[src/rtl/serial_adder_if.sv]
// Handshake/operand/result bundle for serial_adder.
// ovf and its modport entries exist only when SERIAL_ADD_OVF_EN is defined.

interface serial_adder_if #(
   parameter int WIDTH = 8
);
   logic             start;
   logic [WIDTH-1:0] a;
   logic [WIDTH-1:0] b;
   logic             busy;
   logic             done;
   logic [WIDTH-1:0] sum;
   logic             cout;
`ifdef SERIAL_ADD_OVF_EN
   logic             ovf;

   modport master (output start, a, b, input busy, done, sum, cout, ovf);
   modport slave  (input start, a, b, output busy, done, sum, cout, ovf);
`else
   modport master (output start, a, b, input busy, done, sum, cout);
   modport slave  (input start, a, b, output busy, done, sum, cout);
`endif
endinterface

[src/rtl/serial_adder.sv]
// Bit-serial WIDTH-bit adder: one full-adder slice (two half_add cells + OR),
// operands shifted LSB-first. Signed overflow output enabled by SERIAL_ADD_OVF_EN.

module half_add (
   input  logic a,
   input  logic b,
   output logic s,
   output logic c
);
   assign s = a ^ b;
   assign c = a & b;
endmodule

module serial_adder #(
   parameter int WIDTH = 8
) (
   input  logic          clk,
   input  logic          rst,
   serial_adder_if.slave bus
);
   localparam int               CNT_W    = $clog2(WIDTH);
   localparam logic [CNT_W-1:0] CNT_LAST = CNT_W'(WIDTH - 1);

   typedef enum logic [1:0] {
      S_IDLE = 2'd0,
      S_RUN  = 2'd1,
      S_DONE = 2'd2
   } state_t;

   state_t           r_state;
   state_t           w_state_nxt;
   logic [WIDTH-1:0] r_a_sr;
   logic [WIDTH-1:0] r_b_sr;
   logic [WIDTH-1:0] r_sum_sr;
   logic             r_carry;
   logic [CNT_W-1:0] r_cnt;
   logic [WIDTH-1:0] r_sum;
   logic             r_cout;
   logic             r_busy;
   logic             r_done;
`ifdef SERIAL_ADD_OVF_EN
   logic             r_ovf;
`endif

   logic             w_s0;
   logic             w_c0;
   logic             w_s;
   logic             w_c1;
   logic             w_c;
   logic             w_last;
   logic             w_load;
   logic             w_step;
   logic             w_busy_nxt;
   logic             w_done_nxt;
   logic [WIDTH-1:0] w_sum_sr_nxt;

   // Full-adder slice on the current LSBs and the held carry.
   half_add u_ha0 (.a(r_a_sr[0]), .b(r_b_sr[0]), .s(w_s0), .c(w_c0));
   half_add u_ha1 (.a(w_s0),      .b(r_carry),   .s(w_s),  .c(w_c1));
   assign w_c          = w_c0 | w_c1;
   assign w_last       = (r_cnt == CNT_LAST);
   assign w_sum_sr_nxt = {w_s, r_sum_sr[WIDTH-1:1]};

   // State register.
   always_ff @(posedge clk or posedge rst) begin
      if (rst) begin
         r_state <= S_IDLE;
      end else begin
         r_state <= w_state_nxt;
      end
   end

   // Next-state logic.
   always_comb begin
      w_state_nxt = r_state;
      case (r_state)
         S_IDLE: begin
            if (bus.start) begin
               w_state_nxt = S_RUN;
            end else begin
               w_state_nxt = S_IDLE;
            end
         end
         S_RUN: begin
            if (w_last) begin
               w_state_nxt = S_DONE;
            end else begin
               w_state_nxt = S_RUN;
            end
         end
         S_DONE:  w_state_nxt = S_IDLE;
         default: w_state_nxt = S_IDLE;
      endcase
   end

   // Output/control decode; busy and done are registered from the next state.
   always_comb begin
      w_load     = 1'b0;
      w_step     = 1'b0;
      w_busy_nxt = 1'b0;
      w_done_nxt = 1'b0;
      case (r_state)
         S_IDLE:  w_load = bus.start;
         S_RUN:   w_step = 1'b1;
         S_DONE:  w_load = 1'b0;
         default: w_load = 1'b0;
      endcase
      case (w_state_nxt)
         S_RUN:   w_busy_nxt = 1'b1;
         S_DONE: begin
            w_busy_nxt = 1'b1;
            w_done_nxt = 1'b1;
         end
         S_IDLE:  w_busy_nxt = 1'b0;
         default: w_busy_nxt = 1'b0;
      endcase
   end

   // Status flags.
   always_ff @(posedge clk or posedge rst) begin
      if (rst) begin
         r_busy <= 1'b0;
         r_done <= 1'b0;
      end else begin
         r_busy <= w_busy_nxt;
         r_done <= w_done_nxt;
      end
   end

   // Operand shifters, carry, counter and the captured result.
   always_ff @(posedge clk or posedge rst) begin
      if (rst) begin
         r_a_sr   <= {WIDTH{1'b0}};
         r_b_sr   <= {WIDTH{1'b0}};
         r_sum_sr <= {WIDTH{1'b0}};
         r_carry  <= 1'b0;
         r_cnt    <= {CNT_W{1'b0}};
         r_sum    <= {WIDTH{1'b0}};
         r_cout   <= 1'b0;
`ifdef SERIAL_ADD_OVF_EN
         r_ovf    <= 1'b0;
`endif
      end else if (w_load) begin
         r_a_sr  <= bus.a;
         r_b_sr  <= bus.b;
         r_carry <= 1'b0;
         r_cnt   <= {CNT_W{1'b0}};
      end else if (w_step) begin
         r_a_sr   <= {1'b0, r_a_sr[WIDTH-1:1]};
         r_b_sr   <= {1'b0, r_b_sr[WIDTH-1:1]};
         r_sum_sr <= w_sum_sr_nxt;
         r_carry  <= w_c;
         if (w_last) begin
            r_cnt  <= {CNT_W{1'b0}};
            r_sum  <= w_sum_sr_nxt;
            r_cout <= w_c;
`ifdef SERIAL_ADD_OVF_EN
            // On the last slice r_carry is the carry into the MSB.
            r_ovf  <= r_carry ^ w_c;
`endif
         end else begin
            r_cnt <= r_cnt + CNT_W'(1);
         end
      end
   end

   assign bus.busy = r_busy;
   assign bus.done = r_done;
   assign bus.sum  = r_sum;
   assign bus.cout = r_cout;
`ifdef SERIAL_ADD_OVF_EN
   assign bus.ovf  = r_ovf;
`endif
endmodule

[src/flat_wrapper.sv]
// flat-port wrapper written by rule: the top's interface ports become plain ports
module serial_adder_flat 
#(
   parameter int WIDTH = 8
)
  (clk, rst, bus_start, bus_a, bus_b, bus_busy, bus_done, bus_sum, bus_cout);
  serial_adder_if #(.WIDTH(WIDTH)) bus_i ();
  input  logic clk;
  input  logic rst;
  input wire logic [$bits(bus_i.start)-1:0] bus_start;
  input wire logic [$bits(bus_i.a)-1:0] bus_a;
  input wire logic [$bits(bus_i.b)-1:0] bus_b;
  output wire logic [$bits(bus_i.busy)-1:0] bus_busy;
  output wire logic [$bits(bus_i.done)-1:0] bus_done;
  output wire logic [$bits(bus_i.sum)-1:0] bus_sum;
  output wire logic [$bits(bus_i.cout)-1:0] bus_cout;
  assign bus_i.start = bus_start;
  assign bus_i.a = bus_a;
  assign bus_i.b = bus_b;
  assign bus_busy = bus_i.busy;
  assign bus_done = bus_i.done;
  assign bus_sum = bus_i.sum;
  assign bus_cout = bus_i.cout;
  serial_adder #(.WIDTH(WIDTH)) u_core (.clk(clk), .rst(rst), .bus(bus_i));
endmodule
[config.mk]
export PLATFORM = sky130hd
export DESIGN_NAME = serial_adder_flat
export DESIGN_NICKNAME = d
export VERILOG_FILES = /design/src/rtl/serial_adder_if.sv /design/src/rtl/serial_adder.sv /design/src/flat_wrapper.sv
export SDC_FILE = /design/constraint.sdc
export NUM_CORES = 1
export LEC_CHECK = 0
export BUFFER_PORTS_ARGS = -buffer_cell sky130_fd_sc_hd__buf_2
export CORE_MARGIN = 4
export CORE_UTILIZATION = 40
export DETAILED_ROUTE_END_ITERATION = 8
export GPL_TIMING_DRIVEN = 0
export MAX_ROUTING_LAYER = met4
export PLACE_DENSITY = 0.62
export SLEW_MARGIN = 10
export SYNTH_ARGS = -nofsm -noshare
export SYNTH_HDL_FRONTEND = slang
export SYNTH_SLANG_ARGS = --single-unit
[constraint.sdc]
create_clock -name clk -period 2.1 [get_ports clk]
set_clock_uncertainty 0.05 [all_clocks]
set_input_delay 0.105 -clock clk [delete_from_list [all_inputs] [get_ports clk]]
set_output_delay 0.105 -clock clk [all_outputs]
set_load 0.005 [all_outputs]
Word level (Yosys, flattened, before mapping)
Index checks and enable logic that the tools add are counted.
{"block": "totals", "output_inout_bits": 11, "wordCells": 42, "reg_bits": 41}
{"block": "op_classes", "addsub": 1, "n_mux": 16, "eq_ne": 4, "n_reduce_logical": 5, "bitwise": 6}
{"cell": "$mux W8", "n": 4}
{"cell": "$mux W3", "n": 3}
{"cell": "$mux W1", "n": 7}
{"cell": "$eq A2 B1 Y1 const B", "n": 2}
{"cell": "$pmux W2 S2", "n": 1}
{"cell": "$add A3 B1 Y3 const B", "n": 1}
{"cell": "$eq A3 B3 Y1 const B", "n": 1}
{"cell": "$reduce_and A3 Y1", "n": 1}
{"cell": "$and A1 B1 Y1", "n": 2}
{"cell": "$eq A2 B2 Y1 const B", "n": 1}
{"cell": "$logic_not A2 Y1", "n": 1}
{"cell": "$mux W2", "n": 1}
{"cell": "$reduce_and A2 Y1", "n": 1}
{"cell": "$reduce_bool A2 Y1", "n": 1}
{"cell": "$reduce_or A2 Y1", "n": 1}
{"cell": "$xor A1 B1 Y1", "n": 2}
{"cell": "$not A1 Y1", "n": 1}
{"cell": "$or A1 B1 Y1", "n": 1}

Longest topological paths before layout
Gate-level depths: netlist of the first run.
{"block": "depth", "word_depth": 6, "mapped_depth": 7}

By module
Synthesis of the first run repeated with hierarchy kept, for this count alone.
{"block": "hier_totals", "hier_cells": 149, "hier_area_um2": 1864.3}
{"module": "serial_adder", "n_inst": 1, "cells_each": 147, "seq_area_each_um2": 1001.0, "area_per_inst_um2": 1839.3}
{"module": "half_add", "n_inst": 2, "cells_each": 1, "seq_area_each_um2": 0.0, "area_per_inst_um2": 12.5}

Worst setup path before layout of the first run
Ideal clock, no wire load.
{"block": "synth_timing", "path_type": "reg-to-reg", "start": "register u_core.r_cnt[0]", "end": "register u_core.r_busy (netlist: u_core.bus.busy)", "t_required_ns": 1.937, "n_path_buf": 0, "stages_incl_launch_ff": 7, "t_arrival_ns": 1.397, "synth_period_minus_slack_ns": 1.559, "slack_ns": 0.541, "path_cell_list": "dfrtp_1 -> ha_1 -> ha_1 -> nand2b_1 -> a21o_1 -> ha_1 -> inv_1"}
{"block": "synth_via", "elab_chain_len": 6, "word_cells_on_any_way": 7}
{"item": "start, declared", "line": "serial_adder.sv:36", "text": "logic [CNT_W-1:0] r_cnt;"}
{"item": "start signal, assigned", "line": "serial_adder.sv:137", "text": "r_cnt <= {CNT_W{1'b0}};"}
{"item": "start signal, assigned", "line": "serial_adder.sv:147", "text": "r_cnt <= {CNT_W{1'b0}};"}
{"item": "start signal, assigned", "line": "serial_adder.sv:154", "text": "r_cnt <= {CNT_W{1'b0}};"}
{"item": "$eq A3 B3 Y1 (*)", "line": "serial_adder.sv:61", "text": "assign w_last = (r_cnt == CNT_LAST);"}
{"item": "$mux W2 (*)", "line": "serial_adder.sv:85", "text": "if (w_last) begin"}
{"item": "$pmux W2 S2 (*)", "line": "serial_adder.sv:76", "text": "case (r_state)"}
{"item": "$eq A2 B1 Y1 / $eq A2 B2 Y1 (equally long branches)", "line": "serial_adder.sv:108", "text": "case (w_state_nxt)"}
{"item": "$reduce_or A2 Y1 (no source line) (*)"}
{"item": "$mux W1 (*)", "line": "serial_adder.sv:108"}
{"item": "net u_core.w_busy_nxt", "line": "serial_adder.sv:53", "text": "logic w_busy_nxt;"}
{"item": "end signal, assigned", "line": "serial_adder.sv:125", "text": "r_busy <= w_busy_nxt;"}
{"item": "end, declared", "line": "serial_adder.sv:39", "text": "logic r_busy;"}
Mark *: on every way through the listed nets, which the timed path passes. The rest lies on a longest branch.
A chain may end at the register's enable or synchronous reset.

Worst setup path in the final report of the first run
Same ends and word-level chain as after synthesis.

==> run_results.csv, run 1 <==
group,metric,value,unit
clocking,cts_max_level,2,
route,drc,0,
layout,drive_gt1_share,36.4,%
die,ios,30,
critical_path,critPathMaxFanout,3,
timing,rsz0062_at_grt,"false",
clocking,clockRootBuffer,"clkbuf_8",
global_route,grt_max_degree,41,
logic_synthesis,yosysWarnings,0,
critical_path,arrival,1.78,ns
timing,hold_viol,0,
logic_synthesis,synth_fp_nets,170,
logic_synthesis,synth_area_leaders,"dfrtp_1 (52%), mux2_4 (7.0%), nor4b_1 (6.4%)",
layout,fillers,420,
global_route,grtUsageMet1,17.1,%
timing,setup_tns,0,ns
global_route,antenna_found_initial,0,
placed_design,placed_cells,228,
global_route,grt.busiest_layer,"met2",
timing,drv_slew,0,
clocking,cts_setup_buffers,0,
clocking,clockBufferDepth,2,
critical_path,cp.required,2.23,ns
logic_synthesis,avgSynthCellArea,13.1,um2
timing,slew_headroom,44.4,%
die,fp.coreArea,4500,um2
global_route,grt_overflow_total,0,
layout,utilization,50.1,%
die,dieArea,5980,um2
global_route,gr-usage-met2,21.1,%
layout,fin_area,2250,um2
placed_design,io_buffer_count,29,
power_and_ir_drop,ir_worst_vdd,0.000580,V
die,fp.dieH,77.4,um
power_and_ir_drop,power,3.17,mW
logic_synthesis,syn_inst,147,
route,ant_nets,0,
global_route,use_met3,3.59,%
clocking,cts_tree,"yes",
placed_design,dp_hpwl,2490,um
global_route,grt_usage,13.4,%
critical_path,crit_type,"reg2reg",
timing,finalSetupViolCount,0,
layout,finalNonFillerCells,239,
critical_path,cp-start-kind,"flop",
logic_synthesis,mappedNetlistArea,1920,um2
clocking,cts_buffers,5,
layout,nets,209,
logic_synthesis,synth_largest_area_cell,"dfrtp_1",
route,wl,3550,um
die,start_util,42.7,%
power_and_ir_drop,p_per_area,1400,nW/um2
layout,syn2layout_area_growth,17.2,%
global_route,grt_pass1_vias,1355,
timing,fin_crit_sh,78.6,%
logic_synthesis,ys_ff_latch,40,
die,num_rows,24,
layout,seqCellArea,1000,um2
layout,final_cell_mix,"dfrtp_1 (40), buf_2 (33), nor3b_1 (16), inv_1 (16)",
logic_synthesis,ys_types,20,
clocking,clock_latency,0.29,ns
outcome,outcome,"complete, no violations",
critical_path,endpoint_kind,"flop",
timing,fmax,606,MHz
route,drt_iter0_drc,35,
route,wl_per_cell,14.9,um
logic_synthesis,yosysSeqAreaShare,52.0,%
global_route,grt_pass1_wl,6290,um
route,via_per_inst,5.35,
route,dr.pass1.iters,4,
logic_synthesis,synth.top_cell.area_share,52.0,%
placed_design,gp_congestion,0.786,
route,via_count,1278,
power_and_ir_drop,power_leakage,1.09,nW
clocking,path_clk_slew,0.07,ns
layout,multiInputGateArea,752,um2
clocking,cts_sinks,40,
timing,worst_pin_slew,0.833,ns
clocking,cts_resized,0,
layout,diodes,0,
timing,min_period,1.65,ns
flow_run,max_cap_violations,0,
die,die_x,77.4,um
worst_hold_path,worstHoldPathType,"in2reg",
layout,layout_commonest_cell,"dfrtp_1",
placed_design,placed_area,2130,um2
==> power by group <==
part | internal (mW) | switching, mW
Combinational | 0.751 | 0.565
Clock | 0.268 | 0.245
Sequential | 1.14 | 0.198
==> final cells by class <==
class / count / area share [%]
multi-input cells: 77 / 33.4
well taps: 52 / 2.89
clock buffers: 8 / 4.00
inverters: 17 / 2.83
plain buffers: 13 / 4.77
flip-flops and latches: 40 / 44.4
repair buffers: 32 / 7.77
==> cell families (layout without fill, tap and decap cells) <==
group                    count (synthesis)  count (layout)  share of synthesized area, %
AO/OA/AOI/OAI                           22              22                          9.36
adder cells (fa/ha/maj)                  4               4                          2.99
buffers and inverters                   30              70                          8.91
flip-flops                              40              40                          52.0
multiplexers                            17              17                          11.7
AND/OR/NAND/NOR                         34              34                          15.0
==> layer usage <==
metal  vias up  wire [um]  part of all wire, %
li1        597          -                    -
met1       633       1630                   46
met2        43       1670                   47
met3         5        221                  6.2
met4         0         33                 0.93
met5         -          0                    0
==> synthesized netlist by cell type, drive strengths merged <==
| cell type | number |
|---|---|
| nand2b | 2 |
| nand3b | 1 |
| o21bai | 1 |
| a22o | 5 |
| ha | 3 |
| a21oi | 1 |
| clkbuf | 2 |
| nor2b | 1 |
| buf | 11 |
| nor3b | 16 |
| a21o | 1 |
| inv | 17 |
| dfrtp | 40 |
| mux2 | 17 |
| nor4b | 14 |
| fa | 1 |
| a211oi | 14 |
==> sequential cells by signal, summed over array words and instances (netlist names), 2 cells and up <==
name             count
u_core.r_sum_sr      7
u_core.r_b_sr        8
u_core.r_state       2
u_core.bus.sum       8
u_core.r_a_sr        8
u_core.r_cnt         3
==> path summary, 6_finish.rpt <==
kind | from | depth (start not counted) | slack, ns | endpoint
min in group asynchronous | rst | 3 | 0.49 | u_core.r_cnt[0]$_DFFE_PP0P_
min | bus_a[2] | 3 | 0.13 | u_core.r_a_sr[2]$_DFFE_PP0P_
min reg2reg | u_core.bus.sum[0]$_DFFE_PP0P_ | 1 | 0.46 | u_core.bus.sum[0]$_DFFE_PP0P_
max in group asynchronous | rst | 3 | 0.99 | u_core.r_a_sr[6]$_DFFE_PP0P_
max | u_core.r_cnt[0]$_DFFE_PP0P_ | 6 | 0.45 | u_core.bus.busy$_DFF_PP0_
max reg2reg | u_core.r_cnt[0]$_DFFE_PP0P_ | 6 | 0.45 | u_core.bus.busy$_DFF_PP0_
==> timing repair <==
action | in CTS | in global routing
hold buffers | 3 | 0
endpoints found under the setup margin | 0 | 0
endpoints found under the hold margin | 42 | 0
==> per-stage QoR <==
stage | hold WS, ns | worst slack (ns)
after floorplan | 0.195 | 0.541
after global placement | 0.283 | 0.474
after detailed placement | 0.277 | 0.470
after CTS | 0.117 | 0.433
after global routing | 0.128 | 0.336
final | 0.127 | 0.449
==> critical path, stage by stage, from the launching register on <==
cell and delay [ns]:
dfrtp_1 0.39, ha_1 0.20, ha_1 0.23, nand2b_1 0.17, a21o_1 0.19, ha_1 0.27, inv_1 0.04
(Power assumes the default switching activity.)
==> run 2: changes to the inputs <==
- clock period: 2.1 -> 1.6 ns (I/O delays scaled with it)
==> run 2 against run 1 <==
Wire length rose by 2.1%; critical path depth did not move; setup slack got worse by 0.37 ns; combinational power rose by 37%; clock power rose by 31%; clock-buffer cell count did not move; die area did not move; global-route usage rose by 0.15 points; non-clock buffer count rose by 2; sequential cell count did not move; register-to-register slack got worse by 0.37 ns; final cell count rose by 0.84%; largest power group is now combinational cells.
==> run_results.csv, run 2 (synthesis gave the netlist of run 1 again) <==
group,metric,value,unit
outcome,outcome,"complete, no violations",
critical_path,ff2ff_path_depth,6,
route,ant_nets,0,
global_route,grt_pass1_wl,6360,um
layout,seqCellArea,1000,um2
power_and_ir_drop,p_per_area,1850,nW/um2
placed_design,io_buffer_count,29,
timing,finalSetupViolCount,0,
layout,syn2layout_area_growth,19.3,%
power_and_ir_drop,ir_worst_vdd,0.000770,V
clocking,cts_buffers,5,
worst_hold_path,worstHoldPathType,"in2reg",
critical_path,slowest_stage,"dfrtp_1",
layout,finalNonFillerCells,241,
timing,drv_slew,0,
timing,fmax,656,MHz
critical_path,crit_path_end,"u_core.bus.busy$_DFF_PP0_",
placed_design,placed_cells,228,
clocking,cts_sinks,40,
critical_path,crit_type,"reg2reg",
timing,rsz0062_at_grt,"false",
die,fp.coreArea,4500,um2
clocking,path_clk_slew,0.07,ns
critical_path,worst_path_largest_cell_delay,0.39,ns
flow_run,max_cap_violations,0,
clocking,clockRootBuffer,"clkbuf_8",
layout,fillers,417,
power_and_ir_drop,switching_share,31.9,%
critical_path,r2r_end,"u_core.bus.busy$_DFF_PP0_",
critical_path,cp-start-kind,"flop",
timing,worst_pin_slew,0.835,ns
clocking,cts_max_level,2,
die,dieArea,5980,um2
power_and_ir_drop,internal_power,2.89,mW
route,drc,0,
global_route,grt_pass1_vias,1368,
worst_hold_path,hold_depth,3,
power_and_ir_drop,switching_power,1.35,mW
critical_path,critPathMaxFanout,3,
critical_path,endpoint_kind,"flop",
layout,layout_commonest_cell,"dfrtp_1",
layout,final_cell_mix,"dfrtp_1 (40), buf_2 (33), nor3b_1 (16), inv_1 (16)",
power_and_ir_drop,comb_power_share,42.6,%
placed_design,gp_congestion,0.786,
timing,setup_tns,0,ns
layout,diodes,0,
critical_path,startpoint,"u_core.r_cnt[1]$_DFFE_PP0P_",
critical_path,reg2reg_from,"u_core.r_cnt[1]$_DFFE_PP0P_",
layout,drive_gt1_share,38.6,%
critical_path,cp.required,1.73,ns
layout,multiInputGateArea,774,um2
critical_path,r2r_slack,0.07,ns
route,dr.pass1.iters,4,
route,via_per_inst,5.27,
clocking,cts_tree,"yes",
die,start_util,42.7,%
placed_design,placed_area,2130,um2
layout,nets,211,
clocking,clock_latency,0.28,ns
die,die_x,77.4,um
global_route,grt_usage,13.5,%
power_and_ir_drop,pwr-share-seq,41.5,%
die,fp.dieH,77.4,um
layout,fin_area,2300,um2
die,num_rows,24,
power_and_ir_drop,power_leakage,1.10,nW
power_and_ir_drop,clkPwrFrac,15.8,%
clocking,clockBufferDepth,2,
timing,hold_viol,0,
critical_path,worstPathCellList,"ha_2, ha_4, nand2b_4, a21o_1, ha_1, inv_1",
route,wl_per_cell,15.1,um
global_route,grt_overflow_total,0,
timing,min_period,1.53,ns
critical_path,arrival,1.65,ns
timing,slew_headroom,44.3,%
die,ios,30,
placed_design,dp_hpwl,2490,um
route,drt_iter0_drc,46,
timing,fin_crit_sh,95.3,%
route,via_count,1269,
route,wl,3630,um
global_route,grt_max_degree,41,
global_route,antenna_found_initial,0,
## run 2: changes by cell type in the layout (fill, tap and decap cells not counted)
| cell | delta |
|---|---|
| ha_4 | +1 |
| ha_1 | -2 |
| ha_2 | +1 |
| nand2b_4 | +1 |
| buf_8 | +1 |
| nand2b_1 | -1 |
| buf_4 | +2 |
| buf_6 | -1 |
## run 2: layer usage
metal,vias to the layer above,global-route usage (%),routed length [um]
met1,621,17.2,1680
met3,5,3.59,197
met4,0,3.74,35
li1,603,-,-
met2,40,21.5,1720
met5,-,-,0
## run 2: how the worst min path moves through the flow
stage / start / end
CTS: bus_start / u_core.r_state[0]$_DFF_PP0_
detailed placement: rst / u_core.bus.sum[4]$_DFFE_PP0P_
finish: bus_b[6] / u_core.r_b_sr[6]$_DFFE_PP0P_
global route: bus_a[2] / u_core.r_a_sr[2]$_DFFE_PP0P_
floorplan: bus_a[7] / u_core.r_a_sr[7]$_DFFE_PP0P_
global placement: bus_a[7] / u_core.r_a_sr[7]$_DFFE_PP0P_
## run 2: worst max-delay path: cells and delay by family (launching register included)
| family | cells | cell delay (ns) |
|---|---|---|
| AOI/OAI and AO/OA | 1 | 0.16 |
| and+or+nand+nor | 1 | 0.14 |
| adders and majority gates | 3 | 0.64 |
| DFF | 1 | 0.39 |
| buffers and inverters | 1 | 0.04 |
## run 2: power groups by stage
stage / logic (mW) / clock network (mW) / registers (mW)
6_report: 1.81 / 0.673 / 1.76
5_1_grt: 2.03 / 0.752 / 1.82
4_1_cts: 1.80 / 0.701 / 1.77
3_5_place_dp: 1.74 / 0 / 1.79
3_3_place_gp: 1.68 / 0 / 1.76
2_1_floorplan: 1.33 / 0 / 1.73
## run 2: metrics by stage
step,hold slack (ns),worst slack (ns),utilization [%],total power [mW]
final,0.105,0.0748,51.0,4.25
after global routing,0.103,0.00143,51.0,4.60
after CTS,0.0922,0.0250,50.6,4.27
after detailed placement,0.252,-0.0298,47.4,3.53
after global placement,0.258,-0.0259,47.4,3.43
after floorplan,0.170,0.0407,-,3.06
## run 2: repair_timing
action,4_1_cts,5_1_grt
buffers inserted,1,1
resized for setup,3,2
pin swaps,0,2
setup endpoints to repair,1,1
hold buffers,3,0
endpoints found under the hold margin,42,0
## run 2: final cells by class
type / instances / share of cell area (%)
inverter: 17 / 2.78
multi-input combinational: 77 / 33.7
tap: 52 / 2.83
buffer: 13 / 4.85
clock buffer: 8 / 3.92
timing repair buffer: 34 / 8.28
sequential: 40 / 43.6
==> run 3: changes to the inputs <==
- CAP_MARGIN: not set -> 15
- SKIP_LAST_GASP: not set -> 1
- clock period: 1.6 -> 1.55 ns (I/O delays scaled with it)
==> run 3 against run 2 <==
Sequential power grew 3%; maximum frequency increased by 1.0%; clock-buffer cell count is 1 lower; largest cell class unchanged; critical path depth is the same; global-route usage about the same; die area unchanged; critical endpoint unchanged.
==> run_results.csv, run 3 (synthesis gave the netlist of run 1 again) <==
group,metric,value,unit
outcome,outcome,"complete, no violations",
clocking,cts_max_level,2,
die,fp.coreArea,4500,um2
timing,drv_slew,0,
timing,fmax,662,MHz
die,dieArea,5980,um2
critical_path,crit_type,"reg2reg",
global_route,grt_overflow_total,0,
global_route,grt_pass1_wl,6330,um
power_and_ir_drop,power_leakage,1.14,nW
placed_design,gp_congestion,0.785,
layout,utilization,52.9,%
timing,fin_crit_sh,97.4,%
worst_hold_path,worstHoldPathType,"in2reg",
critical_path,worstPathCellList,"ha_2, ha_4, nand2b_4, a21o_1, ha_1, inv_1",
layout,drive_gt1_share,40.5,%
global_route,grt_pass1_vias,1401,
route,via_per_inst,5.27,
critical_path,slowest_stage,"dfrtp_1",
power_and_ir_drop,power,4.61,mW
clocking,clock_latency,0.29,ns
die,num_rows,24,
clocking,cts_sinks,40,
timing,setup_tns,0,ns
critical_path,arrival,1.64,ns
route,wl,3620,um
layout,fillers,386,
clocking,cts_tree,"yes",
global_route,grt_max_degree,23,
power_and_ir_drop,ir_worst_vdd,0.000772,V
timing,worst_pin_slew,0.450,ns
critical_path,cp-start-kind,"flop",
die,fp.dieH,77.4,um
clocking,clockRootBuffer,"clkbuf_8",
critical_path,critPathMaxFanout,3,
critical_path,endpoint_kind,"flop",
layout,diodes,0,
layout,layout_commonest_cell,"dfrtp_1",
timing,min_period,1.51,ns
route,drt_iter0_drc,47,
critical_path,worst_path_largest_cell_delay,0.39,ns
worst_hold_path,hold_depth,3,
layout,seqCellArea,1000,um2
placed_design,dp_slack,-0.0472,ns
timing,slew_headroom,69.9,%
timing,rsz0062_at_grt,"true",
die,die_x,77.4,um
critical_path,ff2ff_path_depth,6,
global_route,grt_usage,13.5,%
timing,finalSetupViolCount,0,
clocking,clockBufferDepth,2,
global_route,antenna_found_initial,0,
route,wl_per_cell,15.0,um
timing,hold_viol,0,
critical_path,cp.required,1.69,ns
placed_design,io_buffer_count,29,
worst_hold_path,min_from,"bus_a[4]",
clocking,path_clk_slew,0.08,ns
route,dr.pass1.iters,4,
die,start_util,42.7,%
critical_path,r2r_slack,0.04,ns
power_and_ir_drop,p_per_area,1930,nW/um2
timing,setup_ws,0.0402,ns
route,drc,0,
layout,nets,212,
worst_hold_path,hold_path_end,"u_core.r_a_sr[4]$_DFFE_PP0P_",
route,ant_nets,0,
layout,syn2layout_area_growth,23.8,%
placed_design,dp_hpwl,2520,um
route,via_count,1275,
clocking,cts_buffers,5,
die,ios,30,
flow_run,max_cap_violations,0,
critical_path,r2r_end,"u_core.bus.busy$_DFF_PP0_",
critical_path,reg2reg_from,"u_core.r_cnt[0]$_DFFE_PP0P_",
layout,multiInputGateArea,774,um2
timing,whs,0.0906,ns
layout,final_cell_mix,"dfrtp_1 (40), buf_2 (33), nor3b_1 (16)",
==> run 3: what timing repair did <==
action	CTS	global route
hold buffers	3	0
resized for setup	3	3
hold endpoints to repair	20	0
setup endpoints to repair	1	1
buffers inserted	1	0
cloned	0	1
pin swaps	1	3
==> run 3: report_power, final <==
| part | internal (mW) | switching (mW) | total, mW |
|---|---|---|---|
| registers | 1.54 | 0.280 | 1.82 |
| clock network | 0.568 | 0.356 | 0.924 |
| logic | 1.08 | 0.776 | 1.86 |
| total | 3.20 | 1.41 | 4.61 |
==> run 3: per-layer routing <==
layer	part of all wire, %	GRT usage, %
met5	0	-
met4	1.5	5.34
met3	4.2	3.13
met2	48	21.6
met1	46	16.7
==> run 3: metrics by stage <==
step | instance area, um2 | cells
2_1_floorplan | 1930 | 147
3_3_place_gp | 2140 | 228
4_1_cts | 2350 | 241
6_report | 2380 | 242
5_1_grt | 2380 | 242
3_5_place_dp | 2160 | 229
==> run 3: critical path, delay by kind of cell, from the launching register on <==
kind            cells  cell delay, ns
compound gates      1            0.16
fa+ha+maj           3            0.64
buf+inv             1            0.04
simple gates        1            0.14
flops               1            0.39
==> run 3: worst max path at each step <==
stage	startpoint	endpoint	cells after the start
after floorplan	u_core.r_cnt[0]$_DFFE_PP0P_	u_core.bus.busy$_DFF_PP0_	6
after global placement	u_core.r_cnt[0]$_DFFE_PP0P_	u_core.bus.busy$_DFF_PP0_	6
after detailed placement	u_core.r_cnt[0]$_DFFE_PP0P_	u_core.bus.busy$_DFF_PP0_	6
after CTS	u_core.r_cnt[1]$_DFFE_PP0P_	u_core.bus.busy$_DFF_PP0_	7
after global routing	u_core.r_cnt[1]$_DFFE_PP0P_	u_core.bus.busy$_DFF_PP0_	6
final	u_core.r_cnt[0]$_DFFE_PP0P_	u_core.bus.busy$_DFF_PP0_	6
==> run 3: layout make-up <==
cell class	count	share of cell area [%]
clock buffers	7	4.04
well taps	52	2.73
multi-input cells	77	32.5
plain buffers	13	4.88
clock inverters	1	1.26
flip-flops and latches	40	42.0
repair buffers	35	9.87
inverters	17	2.68
